===== config.mk =====
export PLATFORM = sky130hd
export DESIGN_NAME = muldiv_unit
export DESIGN_NICKNAME = d
export VERILOG_FILES = /design/src/rtl/muldiv_unit.sv
export SDC_FILE = /design/constraint.sdc
export NUM_CORES = 1
export LEC_CHECK = 0
export BUFFER_PORTS_ARGS = -buffer_cell sky130_fd_sc_hd__buf_2
export CAP_MARGIN = 0
export CORE_MARGIN = 3
export CORE_UTILIZATION = 60
export CTS_BUF_LIST = sky130_fd_sc_hd__clkbuf_4 sky130_fd_sc_hd__clkbuf_8
export DETAILED_ROUTE_END_ITERATION = 12
export PLACE_DENSITY = 0.82
export SETUP_SLACK_MARGIN = 0.02
export SLEW_MARGIN = 20
export SYNTH_ARGS = -nofsm -noshare
export SYNTH_HDL_FRONTEND = slang
export SYNTH_SLANG_ARGS = --single-unit

===== constraint.sdc =====
create_clock -name clk -period 3.95 [get_ports clk]
set_clock_uncertainty 0.2 [all_clocks]
set_input_delay 0.395 -clock clk [delete_from_list [all_inputs] [get_ports clk]]
set_output_delay 0.395 -clock clk [all_outputs]
set_load 0.005 [all_outputs]

===== src/rtl/muldiv_unit.sv =====
// Iterative unsigned n-bit multiply (shift-add) / divide (restoring), one bit per cycle.
// Latency: busy for exactly n cycles after the accepting edge, then a one-cycle done pulse.
// No backpressure: start is ignored while busy; kill aborts to IDLE; HI/LO only change on completion.
module muldiv_unit #(
    parameter int n = 16
) (
    input  logic         clk,
    input  logic         rst_n,
    input  logic         start,
    input  logic         op,
    input  logic         kill,
    input  logic [n-1:0] A,
    input  logic [n-1:0] B,
    output logic         busy,
    output logic         done,
    output logic [n-1:0] HI,
    output logic [n-1:0] LO
);

    localparam int CW = (n > 1) ? $clog2(n) : 1;
    localparam logic [CW-1:0] LAST = CW'(n - 1);

    typedef enum logic [1:0] {
        S_IDLE = 2'd0,
        S_BUSY = 2'd1,
        S_DONE = 2'd2
    } state_t;

    state_t        state;
    logic [CW-1:0] count;
    logic          op_q;     // 0 = multiply, 1 = divide
    logic [n-1:0]  opnd;     // multiplicand (mul) or divisor (div)
    logic [n-1:0]  acc_hi;   // upper product half (mul) or partial remainder (div)
    logic [n-1:0]  acc_lo;   // multiplier being consumed (mul) or dividend/quotient (div)

    logic [n:0]    sum;      // carry-preserving add for shift-add multiply
    logic [n:0]    rem_sh;   // remainder after the left shift, one bit wider than rem
    logic [n:0]    diff;     // trial subtraction; bit n set means negative
    logic [n-1:0]  nxt_hi;
    logic [n-1:0]  nxt_lo;

    // One iteration of the selected algorithm, computed from the current accumulator.
    // The shifted remainder is always below 2*divisor, so diff[n] is a reliable sign bit;
    // with a zero divisor the trial never fails, giving all-ones quotient and remainder = A.
    always_comb begin
        sum    = {1'b0, acc_hi} + {1'b0, (acc_lo[0] ? opnd : {n{1'b0}})};
        rem_sh = {acc_hi, acc_lo[n-1]};
        diff   = rem_sh - {1'b0, opnd};
        nxt_hi = acc_hi;
        nxt_lo = acc_lo;
        if (!op_q) begin
            nxt_hi = sum[n:1];
            nxt_lo = {sum[0], acc_lo[n-1:1]};
        end else if (!diff[n]) begin
            nxt_hi = diff[n-1:0];
            nxt_lo = {acc_lo[n-2:0], 1'b1};
        end else begin
            nxt_hi = rem_sh[n-1:0];
            nxt_lo = {acc_lo[n-2:0], 1'b0};
        end
    end

    // Control FSM with registered busy/done and result registers updated only on completion.
    always_ff @(posedge clk or negedge rst_n) begin
        if (!rst_n) begin
            state  <= S_IDLE;
            count  <= '0;
            op_q   <= 1'b0;
            opnd   <= '0;
            acc_hi <= '0;
            acc_lo <= '0;
            busy   <= 1'b0;
            done   <= 1'b0;
            HI     <= '0;
            LO     <= '0;
        end else if (kill) begin
            // Flush wins over everything, including a same-cycle start.
            state <= S_IDLE;
            busy  <= 1'b0;
            done  <= 1'b0;
        end else begin
            case (state)
                S_IDLE, S_DONE: begin
                    if (start) begin
                        op_q   <= op;
                        opnd   <= op ? B : A;
                        acc_hi <= '0;
                        acc_lo <= op ? A : B;
                        count  <= '0;
                        state  <= S_BUSY;
                        busy   <= 1'b1;
                        done   <= 1'b0;
                    end else begin
                        state <= S_IDLE;
                        busy  <= 1'b0;
                        done  <= 1'b0;
                    end
                end
                S_BUSY: begin
                    acc_hi <= nxt_hi;
                    acc_lo <= nxt_lo;
                    count  <= count + 1'b1;
                    if (count == LAST) begin
                        HI    <= nxt_hi;
                        LO    <= nxt_lo;
                        state <= S_DONE;
                        busy  <= 1'b0;
                        done  <= 1'b1;
                    end
                end
                default: begin
                    state <= S_IDLE;
                    busy  <= 1'b0;
                    done  <= 1'b0;
                end
            endcase
        end
    end

endmodule


Yosys cells after proc, flatten, opt, wreduce, memory -nomap -nowiden:

Cells that the tools add are included.

* add/subtract/negate cells: 3
* reductions and logical operators: 6
* multiplexer cells: 24
* bitwise logic cells: 1
* equality and inequality tests: 5

Operators with widths (count)
* 16-bit two-way mux: 8
* 16-bit case mux with 2 select lines: 2
* 16-bit by 16-bit adder with 17-bit output: 1
* 17-bit by 16-bit subtractor with 17-bit output: 1
* 3-bit AND reduction: 3
* 1-bit two-way mux: 8
* 4-bit case mux with 2 select lines: 1
* 4-bit by 1-bit adder with 4-bit output, second input constant: 1
* 4-bit equality test, second input constant: 1
* 2-bit two-way mux: 2
* 4-bit two-way mux: 1
* 2-bit case mux with 2 select lines: 1
* 3-bit != test, second input constant: 1
* 2-bit by 1-bit equality test with 1-bit output, second input constant: 1
* 2-bit equality test, second input constant: 1
* 2-bit zero test: 1
* 2-bit != test, second input constant: 1
* 1-bit case mux with 2 select lines: 1
* 2-bit nonzero test: 1
* 2-bit OR reduction: 1
* 1-bit inverter: 1

* bits in registers: 89
* word-level logic and storage cells: 49
* output and inout port bits: 34

Logic depth before layout (Yosys ltp):

Gate-level depths: netlist of the first run.

* depth after elaboration: 4
* mapped depth: 13
* depth with buffers taken out: 12

Worst setup path before layout of the first run:

OpenSTA, ideal clock, no wires.

* path kind: register to register
* start: reg acc_lo[0]
* end: reg HI[13]
* cell stages (with the launch flop): 12
* data required time: 3.625 ns
* path slack: 0.816 ns
* path buffers: 0
* arrival time: 2.810 ns
* setup time: 0.125 ns
* cell sequence: dfrtp_1 and2_1 ha_1 fa_1 a211oi_1 nor2_1 o31a_1 o41a_1 a31o_1 xnor2_1 a2bb2oi_1 mux2_2

* word-level cells in the longest chain between the ends: 3

RTL lines
* from (decl): line 34 `logic [n-1:0] acc_lo;`
* from (signal assigned): line 88 `acc_lo <= op ? A : B;`
* from (signal assigned): line 101 `acc_lo <= nxt_lo;`
* 16-bit two-way mux: line 46 `sum = {1'b0, acc_hi} + {1'b0, (acc_lo[0] ? opnd : {n{1'b0}})};`
* 16-bit by 16-bit adder with 17-bit output: line 46
* 16-bit two-way mux: line 51 `if (!op_q) begin`
* to (signal assigned): line 104 `HI <= nxt_hi;`
* to (decl): line 16 `output logic [n-1:0] HI,`

No other way between the ends.
A chain may end at the register's enable or synchronous reset.

Worst setup path in the final report of the first run:

* start: reg acc_lo[15]
* end: reg HI[15]

* word-level cells in the longest chain between the ends: 3

RTL lines
* 17-bit by 16-bit subtractor with 17-bit output: line 48 `diff = rem_sh - {1'b0, opnd};`
* 16-bit two-way mux: line 54 `end else if (!diff[n]) begin`
* 16-bit two-way mux: line 51

No other way between the ends.

==> results.json, run 1 <==
{
  "tns_ns": 0,
  "grt_pass1_wl_um": 24300,
  "min_to": "opnd[1]",
  "syn2layout_area_growth_pct": 11.6,
  "firstDrtPassIters": 5,
  "internal_power_mw": 2.14,
  "syn-num-nets": 714,
  "clockBufferDepth": 2,
  "p_per_area_nw_per_um2": 589,
  "dp_hpwl_um": 10800,
  "slew_headroom_pct": 35.6,
  "yosysWarnings": 0,
  "routed_wl_um": 14500,
  "final.min_clock_period_ns": 3.53,
  "tightest_slew_ns": 0.966,
  "rr_endpoint": "HI[15]",
  "yosysUniqueCellTypes": 57,
  "drv_slew": 0,
  "clk_pin_slew_ns": 0.10,
  "cpPeakStageDelay_ns": 0.57,
  "die_w_um": 104,
  "yosys-top-cells-area": "dfrtp_1, mux2i_1, ha_1",
  "setup_violations": 0,
  "antenna_found_initial": 0,
  "maxCapViolCount": 0,
  "syn_area_um2": 5810,
  "track_usage_pct": 27.5,
  "via_per_inst": 5.94,
  "synthFlopType": "dfrtp_1",
  "drive_above_1_share_pct": 18.8,
  "p_leak_nw": 3.32,
  "hold_depth": 3,
  "place_inst": 820,
  "endpoint_kind": "register",
  "drc_errors": 0,
  "antenna_cells": 0,
  "crit_chain": "inv_1, ha_1, inv_1, fa_1, a211oi_1, o211ai_2, nand3_2, a21oi_4, xor2_4, o311ai_1, a32oi_1, mux2_2",
  "post_dp_cell_area_um2": 6280,
  "cts_buffers": 9,
  "cp_data_arrival_time_ns": 3.64,
  "grt_pass1_vias": 4972,
  "grtUsageMet1_pct": 36.8,
  "syn-mean-instance-area_um2": 9.04,
  "status": "finished, final reports clean",
  "ctsHtreeMaxLevel": 3,
  "r2r_slack_ns": 0.42,
  "final_core_util_pct": 69.4,
  "worstPathRequired_ns": 4.06,
  "cp_slowest_cell": "xor2_4",
  "routabilityCongestion": 0.927,
  "hold_violations": 0,
  "fp-row-count": 35,
  "root_buffer": "clkbuf_8",
  "yosysTopAreaCell": "dfrtp_1",
  "die-area_um2": 10900,
  "tritoncts": "done",
  "critPathMaxFanout": 14,
  "r2r-start": "acc_lo[15]",
  "power.switching_mw": 1.67,
  "final_antenna_net_count": 0,
  "grt-ovfl-total": 0,
  "layout_common_cells": "dfrtp_1, nand2_1, buf_2, nor2_1, a21oi_1",
  "cp-start-kind": "register",
  "synth_edf_count": 0,
  "insertion_delay_ns": 0.37,
  "busiest_layer": "met2",
  "worstHoldStart": "B[1]",
  "synthCells": 642,
  "die_h_um": 104,
  "holdBufCountCts": 1,
  "via_count": 4975,
  "nets": 775,
  "cts.sinks": 88,
  "fin_area_um2": 6480,
  "seq_area_frac_synth_pct": 37.9,
  "power_mw": 3.81,
  "use_met3_pct": 4.10,
  "cts.repair.resized": 0,
  "core_area_um2": 9330,
  "period_share_pct": 89.5,
  "hold_class": "in2reg",
  "clock_power_share_pct": 16.3,
  "synth_top_area_share_pct": 37.9,
  "cts_setup_buffers": 0,
  "ir_drop_v": 0.000273,
  "first_iter_violations": 167,
  "layout.cells.non_filler": 837,
  "rsz0062_at_grt": "false",
  "portBuffers": 70,
  "grt.met2_usage_pct": 46.0,
  "reg2reg_depth": 12,
  "p_seq_share_pct": 32.9,
  "power_frac_comb_pct": 50.8,
  "async_reset_ff_share_pct": 100,
  "routedWlPerCell_um": 17.3,
  "swShare_pct": 43.8,
  "ys_seq_elements": 88,
  "critPathKind": "reg2reg",
  "cpMostUsedCell": "inv_1",
  "pin_count": 71,
  "grt_max_degree": 62,
  "clock.fmax_mhz": 283,
  "n_fill_cell": 758,
  "initial_core_util_pct": 62.2
}
flip-flops by register name (all words and copies together), names as in the netlist:
register,cells
done,1
acc_hi,16
HI,16
LO,16
op_q,1
opnd,16
state,2
acc_lo,16
count,4
power groups by stage:
stage	logic (mW)	registers, mW	clock network (mW)
after global routing	2.17	1.28	0.668
after CTS	1.92	1.25	0.631
after detailed placement	1.91	1.27	0
after floorplan	1.52	1.19	0
final	1.94	1.25	0.621
after global placement	1.86	1.26	0
stage by stage:
step                      hold WS [ns]  worst slack, ns
after CTS                        0.119            0.445
final                            0.139            0.415
after global placement           0.257            0.623
after global routing             0.131            0.196
after floorplan                 -0.101            0.816
after detailed placement         0.257            0.471
cell type report:
| type | count | area [µm²] | share of cell area (%) |
|---|---|---|---|
| inverter | 21 | 78.8 | 1.22 |
| tap | 129 | 161 | 2.49 |
| clock inverter | 6 | 56.3 | 0.869 |
| sequential | 88 | 2200 | 34.0 |
| timing repair buffer | 81 | 438 | 6.76 |
| clock buffer | 10 | 131 | 2.03 |
| multi-input combinational | 502 | 3410 | 52.6 |
worst max-delay path: cells and delay by family (launching register included):
family          cells  cell delay, ns
compound gates      5            1.21
fa+ha+maj           2            0.61
xor+xnor            1            0.57
flops               1            0.39
mux                 1            0.21
buf+inv             2            0.15
simple gates        1            0.13
cell families after synthesis:
| logic type | Yosys count | synth area share, % |
|---|---|---|
| AOI/OAI and AO/OA | 170 | 18.5 |
| xor gates and xnor gates | 23 | 3.79 |
| adders and majority gates | 35 | 7.80 |
| buffers and inverters | 52 | 3.53 |
| DFF | 88 | 37.9 |
| muxes | 73 | 13.2 |
| and+or+nand+nor | 201 | 15.3 |
synth_stat cells (2+ instances only):
cell,count
a211oi_1,13
a21o_1,11
a21oi_1,57
a22o_1,13
a31oi_1,2
and2_1,17
and4_1,2
buf_1,5
buf_2,2
clkbuf_1,23
dfrtp_1,88
fa_1,2
ha_1,33
inv_1,20
mux2_1,2
mux2_2,25
mux2i_1,46
nand2_1,88
nand2b_1,5
nand3_1,8
nand4_1,3
nor2_1,59
nor2b_1,3
nor3_1,5
nor4_1,2
o211ai_1,3
o21a_1,5
o21ai_0,32
o21ai_1,11
o21bai_1,3
o31a_1,5
o31ai_1,2
or2_2,2
or3_1,2
xnor2_1,10
xor2_1,12
metal layers:
layer  vias to the layer above  share of wire [%]
met2                       160                 49
li1                       2401                  -
met1                      2391                 44
met4                         0                1.7
met3                        23                4.7
met5                         -                  0
how the worst max path moves through the flow:
stage	startpoint	slack, ns	end
after global routing	acc_lo[15]	0.20	HI[15]
final	acc_lo[15]	0.42	HI[15]
after floorplan	acc_lo[0]	0.82	HI[13]
after global placement	acc_lo[15]	0.62	HI[6]
after detailed placement	acc_lo[15]	0.47	HI[15]
after CTS	acc_lo[15]	0.44	HI[15]
Note: power is estimated with default switching activity, not from simulation.
==> run 2: changes to the inputs <==
--- a/config.mk
+++ b/config.mk
@@ -5,13 +5,14 @@
 export SDC_FILE = /design/constraint.sdc
 export NUM_CORES = 1
 export LEC_CHECK = 0
+export ABC_AREA = 1
 export BUFFER_PORTS_ARGS = -buffer_cell sky130_fd_sc_hd__buf_2
 export CAP_MARGIN = 0
 export CORE_MARGIN = 3
 export CORE_UTILIZATION = 60
 export CTS_BUF_LIST = sky130_fd_sc_hd__clkbuf_4 sky130_fd_sc_hd__clkbuf_8
 export DETAILED_ROUTE_END_ITERATION = 12
-export PLACE_DENSITY = 0.82
+export PLACE_DENSITY = 0.81
 export SETUP_SLACK_MARGIN = 0.02
 export SLEW_MARGIN = 20
 export SYNTH_ARGS = -nofsm -noshare
==> run 2 against run 1 <==
First-iteration DRC count rose to 3.0 times the previous value. Worst setup slack improved by 0.80 ns. Cell count rose by 39%. Non-clock buffer count fell by 3. Maximum frequency increased by 29%. Combinational power increased by 10%. Largest cell class unchanged. Largest power group unchanged. Highest routed layer unchanged.
==> results.json, run 2 <==
{
  "final_antenna_net_count": 0,
  "status": "finished, final reports clean",
  "syn-num-nets": 1041,
  "drv_slew": 0,
  "cts_setup_buffers": 0,
  "track_usage_pct": 31.3,
  "final.min_clock_period_ns": 2.74,
  "fin_area_um2": 7070,
  "place_ws_ns": 1.26,
  "die_h_um": 109,
  "layout_common_cells": "nand2_1, inv_1, dfrtp_1, nand3_1, buf_2",
  "grt-ovfl-total": 0,
  "rsz0062_at_grt": "false",
  "synth.most_common_cell": "nand2_1",
  "worstPathRequired_ns": 4.03,
  "post_dp_cell_area_um2": 6830,
  "routedWlPerCell_um": 15.5,
  "antenna_found_initial": 0,
  "hold_slack_ns": 0.0660,
  "antenna_cells": 0,
  "slew_headroom_pct": 28.0,
  "p_leak_nw": 4.13,
  "multi_input_area_um2": 3520,
  "ys_seq_elements": 88,
  "die_w_um": 109,
  "drive_above_1_share_pct": 10.9,
  "nets": 1096,
  "yosys-top-cells-area": "dfrtp_1, nand2_1, inv_1",
  "routabilityCongestion": 0.920,
  "hold_class": "in2reg",
  "synthCells": 969,
  "clk_pin_slew_ns": 0.10,
  "clock.fmax_mhz": 365,
  "core_area_um2": 10400,
  "grt_pass1_wl_um": 28600,
  "initial_core_util_pct": 61.7,
  "ctsHtreeMaxLevel": 3,
  "fp-row-count": 37,
  "grt_pass1_vias": 5928,
  "die-area_um2": 11900,
  "cp-start-kind": "register",
  "final-seq-area_um2": 2200,
  "layout_commonest_cell": "nand2_1",
  "synth_edf_count": 0,
  "hold_violations": 0,
  "syn2layout_area_growth_pct": 10.6,
  "tns_ns": 0,
  "via_count": 6425,
  "critPathMaxFanout": 16,
  "cp_data_arrival_time_ns": 2.81,
  "first_iter_violations": 506,
  "endpoint_kind": "register",
  "seq_area_frac_synth_pct": 34.4,
  "tightest_slew_ns": 1.07,
  "cts.sinks": 88,
  "clockBufferDepth": 2,
  "setup_violations": 0,
  "critPathKind": "reg2reg",
  "maxCapViolCount": 0,
  "synth_top_area_share_pct": 34.4,
  "syn-mean-instance-area_um2": 6.60,
  "yosysUniqueCellTypes": 37,
  "drc_errors": 0,
  "timing.final.ws_setup_ns": 1.21,
  "async_reset_ff_share_pct": 100,
  "pin_count": 71,
  "firstDrtPassIters": 6,
  "root_buffer": "clkbuf_8",
  "yosysWarnings": 0,
  "syn_area_um2": 6400,
  "yosysTopAreaCell": "dfrtp_1",
  "synthFlopType": "dfrtp_1",
  "insertion_delay_ns": 0.39,
  "ir_drop_v": 0.000264,
  "period_share_pct": 69.3,
  "tritoncts": "done",
  "dp_hpwl_um": 13600,
  "cts_buffers": 9,
  "n_fill_cell": 951,
  "routed_wl_um": 18100,
  "netlist_top_cells_count": "nand2_1, inv_1, dfrtp_1",
  "p_per_area_nw_per_um2": 588,
  "via_per_inst": 5.52,
  "portBuffers": 70,
  "grt_max_degree": 68
}
[run 2: cells by family (layout without fill, tap and decap cells)]
family          after synthesis  in the layout  synth area share (%)
flops                        88             88                  34.4
compound gates              115            115                  10.5
simple gates                543            543                  35.6
buf+inv                     174            234                  10.5
fa+ha+maj                    35             35                  7.08
xor+xnor                     14             14                  1.92
[run 2: worst max-delay path, cell delays in order (launching register included)]
cell and delay, ns:
dfrtp_1 0.38, inv_1 0.10, ha_1 0.15, inv_1 0.06
fa_1 0.40, nand2_1 0.11, nand2_1 0.08, nand3_1 0.13
nand2_2 0.10, nand2_4 0.10, nand3_4 0.16, nand2_8 0.18
nand2_1 0.07, nand2_1 0.08, nand2_1 0.11, nand3_1 0.16
nand2_1 0.07
[run 2: cell type report]
class	instances	share of cell area [%]
clock inverters	7	1.59
flip-flops and latches	88	31.1
clock buffers	9	1.75
well taps	136	2.41
inverters	140	7.43
repair buffers	78	5.87
multi-input cells	707	49.8
[run 2: metal layers]
layer | share of wire [%] | global-route usage (%) | vias up | routed length, µm
li1 | - | - | 3164 | -
met1 | 40 | 38.1 | 2919 | 7330
met2 | 48 | 53.5 | 271 | 8690
met3 | 6.4 | 4.50 | 71 | 1150
met4 | 5.2 | 16.6 | 0 | 937
met5 | 0 | 0 | - | 0
[run 2: power by group]
| part | switching, mW | total, mW | internal, mW |
|---|---|---|---|
| Sequential | 0.211 | 1.27 | 1.06 |
| Combinational | 1.41 | 2.14 | 0.732 |
| Clock | 0.383 | 0.754 | 0.370 |
[run 2: metrics by stage]
step | utilization [%] | std cells | total power [mW]
detailed placement | 65.8 | 1148 | 3.37
global placement | 65.8 | 1148 | 3.33
CTS | 68.2 | 1165 | 4.13
floorplan | - | 969 | 2.83
finish | 68.2 | 1165 | 4.16
global route | 68.2 | 1165 | 4.49
[run 2: repair_timing]
item / 4_1_cts / 5_1_grt
hold buffers: 1 / 0
endpoints found under the hold margin: 66 / 0
resized for setup: 0 / 0
setup endpoints to repair: 0 / 0
[run 2: final timing paths]
check                      cells after the start         to  slack, ns       start
max                                           16  acc_hi[6]       1.21  acc_lo[15]
min                                            3    opnd[3]       0.07        A[3]
max reg2reg                                   16  acc_hi[6]       1.21  acc_lo[15]
min reg2reg                                    2      LO[3]       0.28       LO[3]
max in group asynchronous                      3  acc_hi[4]       2.24       rst_n
min in group asynchronous                      2   count[1]       0.45       rst_n
==> run 3: changes to the inputs <==
--- a/config.mk
+++ b/config.mk
@@ -5,14 +5,14 @@
 export SDC_FILE = /design/constraint.sdc
 export NUM_CORES = 1
 export LEC_CHECK = 0
-export ABC_AREA = 1
+export ABC_AREA = 0
 export BUFFER_PORTS_ARGS = -buffer_cell sky130_fd_sc_hd__buf_2
 export CAP_MARGIN = 0
 export CORE_MARGIN = 3
-export CORE_UTILIZATION = 60
+export CORE_UTILIZATION = 55
 export CTS_BUF_LIST = sky130_fd_sc_hd__clkbuf_4 sky130_fd_sc_hd__clkbuf_8
 export DETAILED_ROUTE_END_ITERATION = 12
-export PLACE_DENSITY = 0.81
+export PLACE_DENSITY = 0.79
 export SETUP_SLACK_MARGIN = 0.02
 export SLEW_MARGIN = 20
 export SYNTH_ARGS = -nofsm -noshare
==> constraint.sdc (replaced) <==
create_clock -name clk -period 2.4 [get_ports clk]
set_clock_uncertainty 0.2 [all_clocks]
set_input_delay 0.24 -clock clk [delete_from_list [all_inputs] [get_ports clk]]
set_output_delay 0.24 -clock clk [all_outputs]
set_load 0.005 [all_outputs]
==> run 3 against run 2 <==
Maximum frequency is 14% lower. Clock-buffer cell count up 3. Non-clock buffer count rose by 118. Sequential cell count stayed put. Sequential share of layout area is 3.2 points lower. Worst hold slack lost 0.053 ns. Global-route usage is 0.85 points lower. Die area shrank 0.97%. The flow now finishes with violations (setup timing). First-iteration DRC count decreased by 16%. Critical path type unchanged.
==> results.json, run 3 (synthesized netlist as in run 1, its figures left out) <==
{
  "cp_slowest_cell": "dfrtp_1",
  "core_area_um2": 10000,
  "endpoint_kind": "register",
  "cts.sinks": 88,
  "critPathKind": "reg2reg",
  "n_fill_cell": 641,
  "path_buf_inv": 0,
  "timing.final.ws_setup_ns": -0.790,
  "slew_headroom_pct": 60.6,
  "grt_max_degree": 51,
  "worstPathRequired_ns": 2.46,
  "syn2layout_area_growth_pct": 36.0,
  "drv_slew": 0,
  "tns_ns": -20.58,
  "final_antenna_net_count": 0,
  "place_inst": 915,
  "rsz0062_at_grt": "true",
  "clockBufferDepth": 2,
  "hold_class": "in2async",
  "clk_pin_slew_ns": 0.09,
  "grt-ovfl-total": 0,
  "drive_above_1_share_pct": 36.6,
  "final.min_clock_period_ns": 3.19,
  "first_iter_violations": 426,
  "via_count": 5767,
  "clock.fmax_mhz": 314,
  "crit_chain": "and2_4, ha_4, fa_2, a211oi_2, nor2_2, o31a_1, o41a_1, a31o_1, xnor2_2, a2bb2oi_2, mux2_4",
  "place_ws_ns": -0.681,
  "pin_count": 71,
  "reg2reg_depth": 11,
  "period_share_pct": 133,
  "firstDrtPassIters": 5,
  "die-area_um2": 11800,
  "drc_errors": 0,
  "track_usage_pct": 30.4,
  "setup_violations": 34,
  "root_buffer": "clkbuf_8",
  "hold_slack_ns": 0.0134,
  "violations": "setup timing",
  "maxCapViolCount": 0,
  "layout_commonest_cell": "buf_4",
  "nets": 890,
  "portBuffers": 70,
  "routabilityCongestion": 0.963,
  "r2r-start": "opnd[0]",
  "p_leak_nw": 3.97,
  "initial_core_util_pct": 58.1,
  "r2r_slack_ns": -0.79,
  "p_per_area_nw_per_um2": 1080,
  "via_per_inst": 6.04,
  "dp_hpwl_um": 12200,
  "cp_data_arrival_time_ns": 3.25,
  "tightest_slew_ns": 0.591,
  "final_core_util_pct": 79.0,
  "die_h_um": 109,
  "grt_pass1_vias": 5663,
  "cpPeakStageDelay_ns": 0.39,
  "path_delay_family": "compound AO/OA/AOI/OAI gates",
  "cp-start-kind": "register",
  "tritoncts": "done",
  "rr_endpoint": "HI[13]",
  "cts_buffers": 9,
  "hold_violations": 0,
  "final-seq-area_um2": 2200,
  "multi_input_area_um2": 3830,
  "die_w_um": 109,
  "layout_common_cells": "buf_4, dfrtp_1, nand2_1, buf_2, nor2_1",
  "layout.cells.non_filler": 955,
  "status": "finished, violations left",
  "insertion_delay_ns": 0.37,
  "ir_drop_v": 0.000488,
  "routed_wl_um": 18600,
  "routedWlPerCell_um": 19.5,
  "ctsHtreeMaxLevel": 3,
  "antenna_found_initial": 0,
  "critPathMaxFanout": 3,
  "fp-row-count": 36,
  "grt_pass1_wl_um": 28000,
  "antenna_cells": 0
}
## run 3: cell types whose count changed in the layout (fill, tap and decap cells not counted), moves of 11 or more
cell      delta
a22o_1      +12
o211ai_1    -18
a21oi_1     +24
mux2_2      +18
mux2i_1     +37
buf_4       +98
nand2_1    -294
and2_1      +12
nand3_1     -79
inv_1      -116
nor2_1      +11
a31oi_1     -12
o21ai_0     -19
## run 3: repair_timing
action                     CTS  global route
gates resized for setup     28            49
hold buffers                10             0
hold endpoints to repair    93             0
setup endpoints to repair   34            34
pin swaps                    9            20
buffers inserted             8             8
cloned                       1             0
## run 3: area by class of cell
class | instances | share of cell area (%)
clock inverter | 3 | 0.602
inverter | 21 | 0.998
timing repair buffer | 196 | 17.8
clock buffer | 12 | 2.09
multi-input combinational | 502 | 48.5
sequential | 88 | 27.9
tap | 133 | 2.11
## run 3: power breakdown
part | internal [mW] | switching, mW | total (mW)
clock | 0.569 | 0.560 | 1.13
combinational | 2.63 | 2.76 | 5.39
sequential | 1.74 | 0.244 | 1.98
total | 4.94 | 3.57 | 8.50
## run 3: through the flow
stage	instance area [µm²]	power, mW
final	7900	8.50
after global routing	7900	8.92
after CTS	7610	7.72
after detailed placement	7090	6.23
after global placement	7090	6.09
after floorplan	5880	4.57
## run 3: how the worst max path moves through the flow
stage | cells after the start | start | to
2_1_floorplan | 11 | acc_lo[0] | HI[13]
3_3_place_gp | 11 | opnd[0] | HI[13]
3_5_place_dp | 11 | opnd[0] | HI[13]
4_1_cts | 11 | opnd[0] | HI[13]
5_1_grt | 11 | opnd[0] | HI[13]
6_report | 11 | opnd[0] | HI[13]
## run 3: per-layer routing
metal	share of wire [%]	global-route usage, %	routed length, µm	up-vias
li1	-	-	-	2619
met1	41	39.6	7630	2780
met2	48	50.7	8900	288
met3	7.0	5.03	1300	80
met4	4.1	12.4	756	0
met5	0	0	0	-
## run 3: worst register-to-register path, stage by stage, from the launching register on
cell and delay (ns):
dfrtp_1 0.39, and2_4 0.17, ha_4 0.17, fa_2 0.36, a211oi_2 0.27, nor2_2 0.09
o31a_1 0.29, o41a_1 0.37, a31o_1 0.24, xnor2_2 0.17, a2bb2oi_2 0.10, mux2_4 0.26
